<file path="src/rtl/rv32i_alu_decode_stage.sv">
// Purpose : decodes RV32I OP / OP-IMM / LUI / AUIPC into ALU op + operands; all else flagged illegal.
// Latency : exactly 1 cycle from input transfer to out_valid; bundles leave in input order.
// Backpr. : valid/ready; out bundle held stable while stalled. ALU_DEC_SKID_EN adds a skid entry
//           and a registered in_ready; without it in_ready = !out_valid || out_ready.
//
// Ports:
//   clk, rst                    rising-edge clock, synchronous active-high reset
//   in_valid/in_ready           input handshake
//   in_inst, in_pc              instruction word and its PC (PC feeds AUIPC)
//   in_rs1, in_rs2, in_tag      register values and opaque sideband tag
//   out_valid/out_ready         output handshake
//   out_alu_op, out_a, out_b    ALU opcode (4'hF = illegal) and operands
//   out_rd, out_we, out_illegal destination, write enable, illegal flag
//   out_tag                     tag registered alongside the bundle
// Build option: define ALU_DEC_SKID_EN for the 2-entry skid-buffered variant.
module rv32i_alu_decode_stage #(
  parameter int TAG_W = 8
) (
  input  logic             clk,
  input  logic             rst,
  input  logic             in_valid,
  output logic             in_ready,
  input  logic [31:0]      in_inst,
  input  logic [31:0]      in_pc,
  input  logic [31:0]      in_rs1,
  input  logic [31:0]      in_rs2,
  input  logic [TAG_W-1:0] in_tag,
  output logic             out_valid,
  input  logic             out_ready,
  output logic [3:0]       out_alu_op,
  output logic [31:0]      out_a,
  output logic [31:0]      out_b,
  output logic [4:0]       out_rd,
  output logic             out_we,
  output logic             out_illegal,
  output logic [TAG_W-1:0] out_tag
);

  localparam logic [3:0] ALU_ADD = 4'b0000;
  localparam logic [3:0] ALU_SUB = 4'b0001;
  localparam logic [3:0] ALU_AND = 4'b0010;
  localparam logic [3:0] ALU_OR  = 4'b0011;
  localparam logic [3:0] ALU_XOR = 4'b0100;
  localparam logic [3:0] ALU_SLL = 4'b0101;
  localparam logic [3:0] ALU_SRL = 4'b0110;
  localparam logic [3:0] ALU_SRA = 4'b0111;
  localparam logic [3:0] ALU_SLT = 4'b1000;
  localparam logic [3:0] ALU_ILL = 4'b1111;

  localparam logic [6:0] OPC_OP    = 7'b0110011;
  localparam logic [6:0] OPC_OPIMM = 7'b0010011;
  localparam logic [6:0] OPC_LUI   = 7'b0110111;
  localparam logic [6:0] OPC_AUIPC = 7'b0010111;

  typedef struct packed {
    logic [3:0]       alu_op;
    logic [31:0]      a;
    logic [31:0]      b;
    logic [4:0]       rd;
    logic             we;
    logic             illegal;
    logic [TAG_W-1:0] tag;
  } bundle_t;

  logic [6:0]  opcode;
  logic [2:0]  f3;
  logic        f7_zero;
  logic        f7_alt;
  logic [31:0] imm_i;
  logic [31:0] imm_u;
  logic [31:0] shamt;

  assign opcode  = in_inst[6:0];
  assign f3      = in_inst[14:12];
  assign f7_zero = (in_inst[31:25] == 7'b0000000);
  assign f7_alt  = (in_inst[31:25] == 7'b0100000);
  assign imm_i   = {{20{in_inst[31]}}, in_inst[31:20]};
  assign imm_u   = {in_inst[31:12], 12'b0};
  assign shamt   = {27'b0, in_inst[24:20]};

  logic [3:0]  dec_op;
  logic [31:0] dec_a;
  logic [31:0] dec_b;
  logic        dec_legal;
  bundle_t     dec_d;

  always_comb begin
    dec_op    = ALU_ILL;
    dec_a     = '0;
    dec_b     = '0;
    dec_legal = 1'b0;
    case (opcode)
      OPC_OP: begin
        dec_a = in_rs1;
        dec_b = in_rs2;
        case (f3)
          3'b000: begin dec_legal = f7_zero | f7_alt; dec_op = f7_alt ? ALU_SUB : ALU_ADD; end
          3'b001: begin dec_legal = f7_zero; dec_op = ALU_SLL; end
          3'b010: begin dec_legal = f7_zero; dec_op = ALU_SLT; end
          3'b100: begin dec_legal = f7_zero; dec_op = ALU_XOR; end
          3'b101: begin dec_legal = f7_zero | f7_alt; dec_op = f7_alt ? ALU_SRA : ALU_SRL; end
          3'b110: begin dec_legal = f7_zero; dec_op = ALU_OR;  end
          3'b111: begin dec_legal = f7_zero; dec_op = ALU_AND; end
          default: dec_legal = 1'b0; // SLTU: no unsigned compare in the ALU
        endcase
      end
      OPC_OPIMM: begin
        dec_a = in_rs1;
        dec_b = imm_i;
        case (f3)
          3'b000: begin dec_legal = 1'b1; dec_op = ALU_ADD; end
          3'b010: begin dec_legal = 1'b1; dec_op = ALU_SLT; end
          3'b100: begin dec_legal = 1'b1; dec_op = ALU_XOR; end
          3'b110: begin dec_legal = 1'b1; dec_op = ALU_OR;  end
          3'b111: begin dec_legal = 1'b1; dec_op = ALU_AND; end
          3'b001: begin dec_b = shamt; dec_legal = f7_zero; dec_op = ALU_SLL; end
          3'b101: begin
            dec_b     = shamt;
            dec_legal = f7_zero | f7_alt;
            dec_op    = f7_alt ? ALU_SRA : ALU_SRL;
          end
          default: dec_legal = 1'b0; // SLTIU
        endcase
      end
      OPC_LUI:   begin dec_legal = 1'b1; dec_op = ALU_ADD; dec_a = '0;    dec_b = imm_u; end
      OPC_AUIPC: begin dec_legal = 1'b1; dec_op = ALU_ADD; dec_a = in_pc; dec_b = imm_u; end
      default:   dec_legal = 1'b0;
    endcase

    dec_d         = '0;
    dec_d.rd      = in_inst[11:7];
    dec_d.tag     = in_tag;
    dec_d.illegal = !dec_legal;
    dec_d.alu_op  = dec_legal ? dec_op : ALU_ILL;
    dec_d.a       = dec_legal ? dec_a : 32'b0;
    dec_d.b       = dec_legal ? dec_b : 32'b0;
    dec_d.we      = dec_legal && (in_inst[11:7] != 5'd0);
  end

  bundle_t out_q;
  logic    out_valid_q;
  logic    in_fire;

  assign in_fire = in_valid && in_ready;

`ifdef ALU_DEC_SKID_EN
  bundle_t skid_q;
  logic    skid_full_q;

  // in_ready comes straight from a flop; a full skid always implies a valid output.
  assign in_ready = !skid_full_q;

  always_ff @(posedge clk) begin
    if (rst) begin
      out_q       <= '0;
      out_valid_q <= 1'b0;
      skid_q      <= '0;
      skid_full_q <= 1'b0;
    end else if (skid_full_q) begin
      if (out_ready) begin
        out_q       <= skid_q;
        skid_full_q <= 1'b0;
      end
    end else if (in_fire) begin
      if (!out_valid_q || out_ready) begin
        out_q       <= dec_d;
        out_valid_q <= 1'b1;
      end else begin
        skid_q      <= dec_d;
        skid_full_q <= 1'b1;
      end
    end else if (out_ready) begin
      out_valid_q <= 1'b0;
    end
  end
`else
  assign in_ready = !out_valid_q || out_ready;

  always_ff @(posedge clk) begin
    if (rst) begin
      out_q       <= '0;
      out_valid_q <= 1'b0;
    end else if (in_fire) begin
      out_q       <= dec_d;
      out_valid_q <= 1'b1;
    end else if (out_ready) begin
      out_valid_q <= 1'b0;
    end
  end
`endif

  assign out_valid   = out_valid_q;
  assign out_alu_op  = out_q.alu_op;
  assign out_a       = out_q.a;
  assign out_b       = out_q.b;
  assign out_rd      = out_q.rd;
  assign out_we      = out_q.we;
  assign out_illegal = out_q.illegal;
  assign out_tag     = out_q.tag;

endmodule

</file>
<file path="config.mk">
export PLATFORM = sky130hd
export DESIGN_NAME = rv32i_alu_decode_stage
export DESIGN_NICKNAME = d
export VERILOG_FILES = /design/src/rtl/rv32i_alu_decode_stage.sv
export SDC_FILE = /design/constraint.sdc
export NUM_CORES = 1
export LEC_CHECK = 0
export CORE_MARGIN = 2
export CORE_UTILIZATION = 34
export DETAILED_ROUTE_END_ITERATION = 10
export PLACE_DENSITY = 0.82
export SLEW_MARGIN = 20
export SYNTH_ARGS = -nofsm -noshare
export SYNTH_HDL_FRONTEND = slang
export SYNTH_SLANG_ARGS = --single-unit
</file>
<file path="constraint.sdc">
create_clock -name clk -period 2.2 [get_ports clk]
set_input_delay 0.44 -clock clk [delete_from_list [all_inputs] [get_ports clk]]
set_output_delay 0.44 -clock clk [all_outputs]
set_load 0.01 [all_outputs]
</file>
==> results of run 1 <==
## per-layer routing
layer	track usage, %	vias to the layer above	share of wire (%)
met5	0	-	0
met4	7.92	0	2.1
met3	7.68	20	9.3
met2	43.4	232	52
met1	25.9	2146	36
li1	-	2073	-
## worst register-to-register path: cells and delay by family, from the launching register on
kind,cells,cell delay (ns)
buf+inv,2,0.37
compound gates,1,0.19
simple gates,3,0.63
flops,1,0.31
## state kept, by name, summed over array words and instances (netlist names)
name         flops
out_a           32
out_b           32
out_tag          8
out_rd           5
out_alu_op       4
out_illegal      1
out_valid        1
out_we           1
## timing repair
action / CTS / global route
endpoints found under the setup margin: 65 / 58
setup buffers: 6 / 1
pin swaps: 5 / 16
gates cloned: 4 / 0
resized for setup: 27 / 34
## worst paths after layout
kind	end	slack [ns]	depth (start not counted)
worst min register to register	out_rd[3]	0.45	2
worst min-delay path	out_rd[3]	0.45	2
worst max-delay path	out_a[27]	0.06	9
worst max register to register	out_b[19]	0.64	6
## cells by family (layout without fill, tap and decap cells)
kind of cell	after synthesis	count (layout)	synth area share, %
buffers and inverters	47	295	5.48
AOI/OAI and AO/OA	159	159	35.1
DFF	84	84	43.6
muxes	6	6	1.56
and+or+nand+nor	124	124	14.2
## Yosys cell counts (2+ instances only)
| cell type | n | area share, % |
|---|---|---|
| or3_1 | 2 | 0.32 |
| o31ai_1 | 32 | 6.2 |
| nand2b_1 | 3 | 0.49 |
| a21oi_1 | 20 | 2.6 |
| inv_1 | 2 | 0.19 |
| a22oi_1 | 40 | 7.8 |
| nand2_1 | 93 | 9.1 |
| buf_6 | 4 | 1.2 |
| clkbuf_1 | 34 | 3.3 |
| o41ai_2 | 7 | 3.0 |
| o41ai_1 | 4 | 0.91 |
| dfxtp_1 | 84 | 44 |
| buf_2 | 4 | 0.52 |
| o221a_2 | 3 | 0.88 |
| a2bb2oi_1 | 18 | 4.1 |
| and2_1 | 2 | 0.32 |
| a32o_1 | 21 | 5.5 |
| o21ai_0 | 4 | 0.52 |
| nor2_1 | 4 | 0.39 |
| buf_1 | 2 | 0.19 |
| mux2i_1 | 6 | 1.6 |
| nor2b_1 | 12 | 1.9 |
## stage by stage
stage	setup WS, ns	power (mW)	hold slack, ns
after CTS	0.0193	3.81	0.457
after floorplan	0.109	1.87	0.477
after global routing	-0.0354	3.93	0.470
final	0.0589	3.79	0.455
after global placement	-0.387	2.31	0.434
after detailed placement	-0.495	2.32	0.442
## cell type report
| cell class | count | area, um2 |
|---|---|---|
| tap | 140 | 175 |
| fill | 871 | 3730 |
| clock buffer | 11 | 243 |
| clock inverter | 5 | 36.3 |
| sequential | 84 | 1680 |
| multi-input combinational | 289 | 2250 |
| inverter | 3 | 11.3 |
| timing repair buffer | 276 | 2810 |
## power breakdown
| part | total [mW] | internal [mW] | switching [mW] |
|---|---|---|---|
| sequential | 1.56 | 1.55 | 0.0145 |
| clock | 1.42 | 0.800 | 0.620 |
| combinational | 0.808 | 0.456 | 0.352 |
==> results_dict.tcl, run 1 <==
set metrics [dict create \
    maxSlewViolCount 0 \
    htreeDepth 3 \
    antenna_found_initial 0 \
    timing.rr.start "out_valid" \
    grt_pass1_wl_mm 23.5 \
    wl_mm 15.0 \
    clock.fmax_mhz 467 \
    ys_async_sr_fraction_pct 0 \
    syn_area_per_cell_um2 9.18 \
    p_leak_nw 2.72 \
    final_cell_mix "clkdlybuf4s50_1 (215), nand2_1 (93), dfxtp_1 (84)" \
    fp.dieH_um 110 \
    ant_nets 0 \
    dr_total_vias 4471 \
    cts_buffers 9 \
    outcome "finished clean" \
    critPathLaunch "in_inst[28]" \
    ys_seq_elements 84 \
    hp-class "reg -> reg" \
    crit_type "in -> reg" \
    design_area_um2 7210 \
    ys.flop_type "dfxtp_1" \
    cpLargestDelayFamily "buffers and inverters" \
    cts_buffer_depth 2 \
    syn_area_um2 3860 \
    fin_nets 803 \
    drt-wirelength-per-cell_um 18.6 \
    slowest_stage "or4_4" \
    critPathRequiredTime_ns 2.45 \
    layout.cells.non_filler 808 \
    portBuffers 224 \
    final_common_cell "clkdlybuf4s50_1" \
    io_pins 225 \
    vias_per_cell 5.53 \
    placed_area_um2 6540 \
    syn-num-nets 560 \
    fin_crit_sh_pct 97.3 \
    setup_violations 0 \
    finalHoldViolCount 0 \
    grt_max_degree 45 \
    grt-ovfl-total 0 \
    crit_chain "dlygate4sd2_1 -> or4_4 -> buf_6 -> a2111oi_4 -> buf_4 -> a311oi_4 -> buf_6 -> buf_12 -> o31ai_4" \
    path_clk_slew_ns 0.06 \
    crit_arrival_ns 2.39 \
    synth_edf_count 0 \
    ir_worst_vdd_mv 0.305 \
    first_global_vias 4490 \
    fin_util_pct 65.9 \
    cts_sinks 84 \
    hpwlAfterDp_mm 10.9 \
    startpoint_type "input pin" \
    slew_headroom_pct 69.6 \
    rows 38 \
    synth_cells 420 \
    drc 0 \
    clkLatencyLatePin_ns 0.33 \
    diodes 0 \
    gp_congestion 0.891 \
    coreArea_um2 10900 \
    drive_above_1_share_pct 17.4 \
    worst_path_largest_cell_delay_ns 0.46 \
    hold_buffers 0 \
    worst_slew_pin_slew_ns 0.456 \
    die_area_um2 12200 \
    dpl.cell_count 783 \
    yosys_warnings 0 \
    critPathBufInv 5 \
    powerDensity_nw_per_um2 526 \
    first_pass_iters 4 \
    critPathCaptureType "flop" \
    hold_start "out_rd[3]" \
    area_delta_synth_final_pct 86.9 \
    yosysSeqAreaShare_pct 43.6 \
    grt_usage_pct 23.8 \
    path_max_fanout 5 \
    ys_types 41 \
    period_needed_ns 2.14 \
    die_width_um 110 \
    tritoncts "built" \
    drv_cap 0 \
    cts_root_buf "clkbuf_16" \
    drt_iter0_markers 338 \
    tns_ns 0 \
    fin_skew_ns 0.00790 \
    crit_top_cell "buf_6" \
    initial_core_util_pct 35.3 \
]
Note: power is estimated with default switching activity, not from simulation.
==> inputs of run 2 (changes only) <==
--- a/config.mk
+++ b/config.mk
@@ -7,8 +7,9 @@
 export LEC_CHECK = 0
 export CORE_MARGIN = 2
 export CORE_UTILIZATION = 34
+export CTS_CLUSTER_DIAMETER = 80
 export DETAILED_ROUTE_END_ITERATION = 10
-export PLACE_DENSITY = 0.82
+export PLACE_DENSITY = 0.87
 export SLEW_MARGIN = 20
 export SYNTH_ARGS = -nofsm -noshare
 export SYNTH_HDL_FRONTEND = slang
==> run 2 against run 1 <==
Fmax fell by 0.48%. Core utilization increased by 1.4 points. Non-clock buffer count rose by 11. Sequential cell count stayed put. Wire length rose by 6.5%. Critical path depth unchanged. Via count rose by 0.38%. Setup slack worse by 0.010 ns. Power increased by 6.3%. Clock power up 14%. Critical path type unchanged.
==> results_dict.tcl, run 2 (synthesized netlist as in run 1, its figures left out) <==
set metrics [dict create \
    fin_nets 814 \
    finalHoldViolCount 0 \
    drt-wirelength-per-cell_um 19.6 \
    drc 0 \
    portBuffers 224 \
    hp-class "reg -> reg" \
    slew_headroom_pct 59.2 \
    cts_buffers 9 \
    maxSlewViolCount 0 \
    antenna_found_initial 0 \
    grt_pass1_wl_mm 25.2 \
    critPathRequiredTime_ns 2.43 \
    timing.rr.start "out_valid" \
    rrSetupSlack_ns 0.43 \
    layout.cells.non_filler 818 \
    fin_skew_ns 0.00216 \
    fp.dieH_um 110 \
    grt-ovfl-total 0 \
    powerDensity_nw_per_um2 547 \
    outcome "finished clean" \
    path_clk_slew_ns 0.06 \
    area_delta_synth_final_pct 90.9 \
    rr_endpoint "out_a[7]" \
    seq_area_um2 1680 \
    fin_util_pct 67.3 \
    die_area_um2 12200 \
    pre_cts_ws_ns -0.503 \
    dr_total_vias 4488 \
    critPathCaptureType "flop" \
    worst_slack_ns 0.0485 \
    io_pins 225 \
    initial_core_util_pct 35.3 \
    wl_mm 16.0 \
    hold_start "out_a[7]" \
    cts_sinks 84 \
    clkLatencyLatePin_ns 0.34 \
    drive_above_1_share_pct 19.8 \
    coreArea_um2 10900 \
    hold_buffers 0 \
    hpwlAfterDp_mm 11.2 \
    period_needed_ns 2.15 \
    first_pass_iters 4 \
    htreeDepth 3 \
    final_cell_mix "clkdlybuf4s50_1 (214), nand2_1 (93), dfxtp_1 (84)" \
    reg2reg_depth 6 \
    gp_congestion 0.889 \
    dpl.cell_count 791 \
    ir_worst_vdd_mv 0.329 \
    setup_violations 0 \
    placed_area_um2 6570 \
    rows 38 \
    die_width_um 110 \
    clock.fmax_mhz 465 \
    startpoint_type "input pin" \
    crit_type "in -> reg" \
    design_area_um2 7360 \
    final_common_cell "clkdlybuf4s50_1" \
    holdPathStages 2 \
    diodes 0 \
    first_global_vias 4743 \
    drt_iter0_markers 294 \
    crit_arrival_ns 2.38 \
    ant_nets 0 \
    worst_slew_pin_slew_ns 0.612 \
    path_max_fanout 12 \
    fin_total_pwr_mw 4.03 \
    drv_cap 0 \
    p_leak_nw 2.81 \
    grt_usage_pct 25.9 \
    multiInputGateArea_um2 2280 \
    grt_max_degree 39 \
    vias_per_cell 5.49 \
    whs_ns 0.454 \
    worstHoldEndpoint "out_a[7]" \
    tns_ns 0 \
    fin_crit_sh_pct 97.8 \
    tritoncts "built" \
    fillers 820 \
    rsz0062_at_grt "yes" \
    cts_buffer_depth 2 \
    cts_root_buf "clkbuf_16" \
]
[run 2: how the worst max path moves through the flow]
stage,start,endpoint,slack (ns),depth (start not counted)
3_3_place_gp,in_inst[31],out_a[19],-0.38,7
6_report,in_inst[12],out_b[21],0.05,9
2_1_floorplan,in_inst[31],out_alu_op[0],0.11,5
3_5_place_dp,in_inst[31],out_a[31],-0.50,7
4_1_cts,in_inst[28],out_a[28],0.004,9
5_1_grt,in_inst[13],out_a[3],-0.02,8
[run 2: metal layers]
layer | track usage, % | vias to the layer above | share of wire [%] | wire length [um]
met5 | 0 | - | 0 | 0
met1 | 27.7 | 2125 | 37 | 5880
met4 | 12.3 | 0 | 2.8 | 453
li1 | - | 2095 | - | -
met2 | 46.3 | 241 | 51 | 8200
met3 | 7.79 | 27 | 9.3 | 1500
[run 2: layout make-up]
type | instances | area share [%]
repair buffers | 287 | 39.3
multi-input cells | 289 | 31.0
clock buffers | 11 | 3.30
inverters | 3 | 0.153
well taps | 140 | 2.38
clock inverters | 4 | 1.00
flip-flops and latches | 84 | 22.8
[run 2: report_power, final]
group	internal, mW	switching (mW)	leakage [nW]	total, mW
Sequential	1.55	0.0148	0.681	1.56
Combinational	0.476	0.366	1.98	0.842
Clock	1.02	0.604	0.156	1.62
Total	3.04	0.985	2.81	4.03
[run 2: what timing repair did]
action,4_1_cts,5_1_grt
endpoints found under the setup margin,70,68
pin swaps,6,9
cloned,5,0
setup buffers,8,0
gates resized for setup,35,32
[run 2: worst max-delay path, cell delays in order]
cell,delay [ns]
dlygate4sd2_1,0.31
and3b_2,0.31
o41ai_4,0.10
buf_4,0.15
buf_4,0.12
a311o_2,0.42
buf_4,0.16
buf_12,0.14
a32o_1,0.22
==> inputs of run 3 (changes only) <==
--- a/config.mk
+++ b/config.mk
@@ -5,6 +5,7 @@
 export SDC_FILE = /design/constraint.sdc
 export NUM_CORES = 1
 export LEC_CHECK = 0
+export CAP_MARGIN = 20
 export CORE_MARGIN = 2
 export CORE_UTILIZATION = 34
 export CTS_CLUSTER_DIAMETER = 80
==> results of run 3 <==
No change in the layout: final DEF, timing and power equal those of run 2.
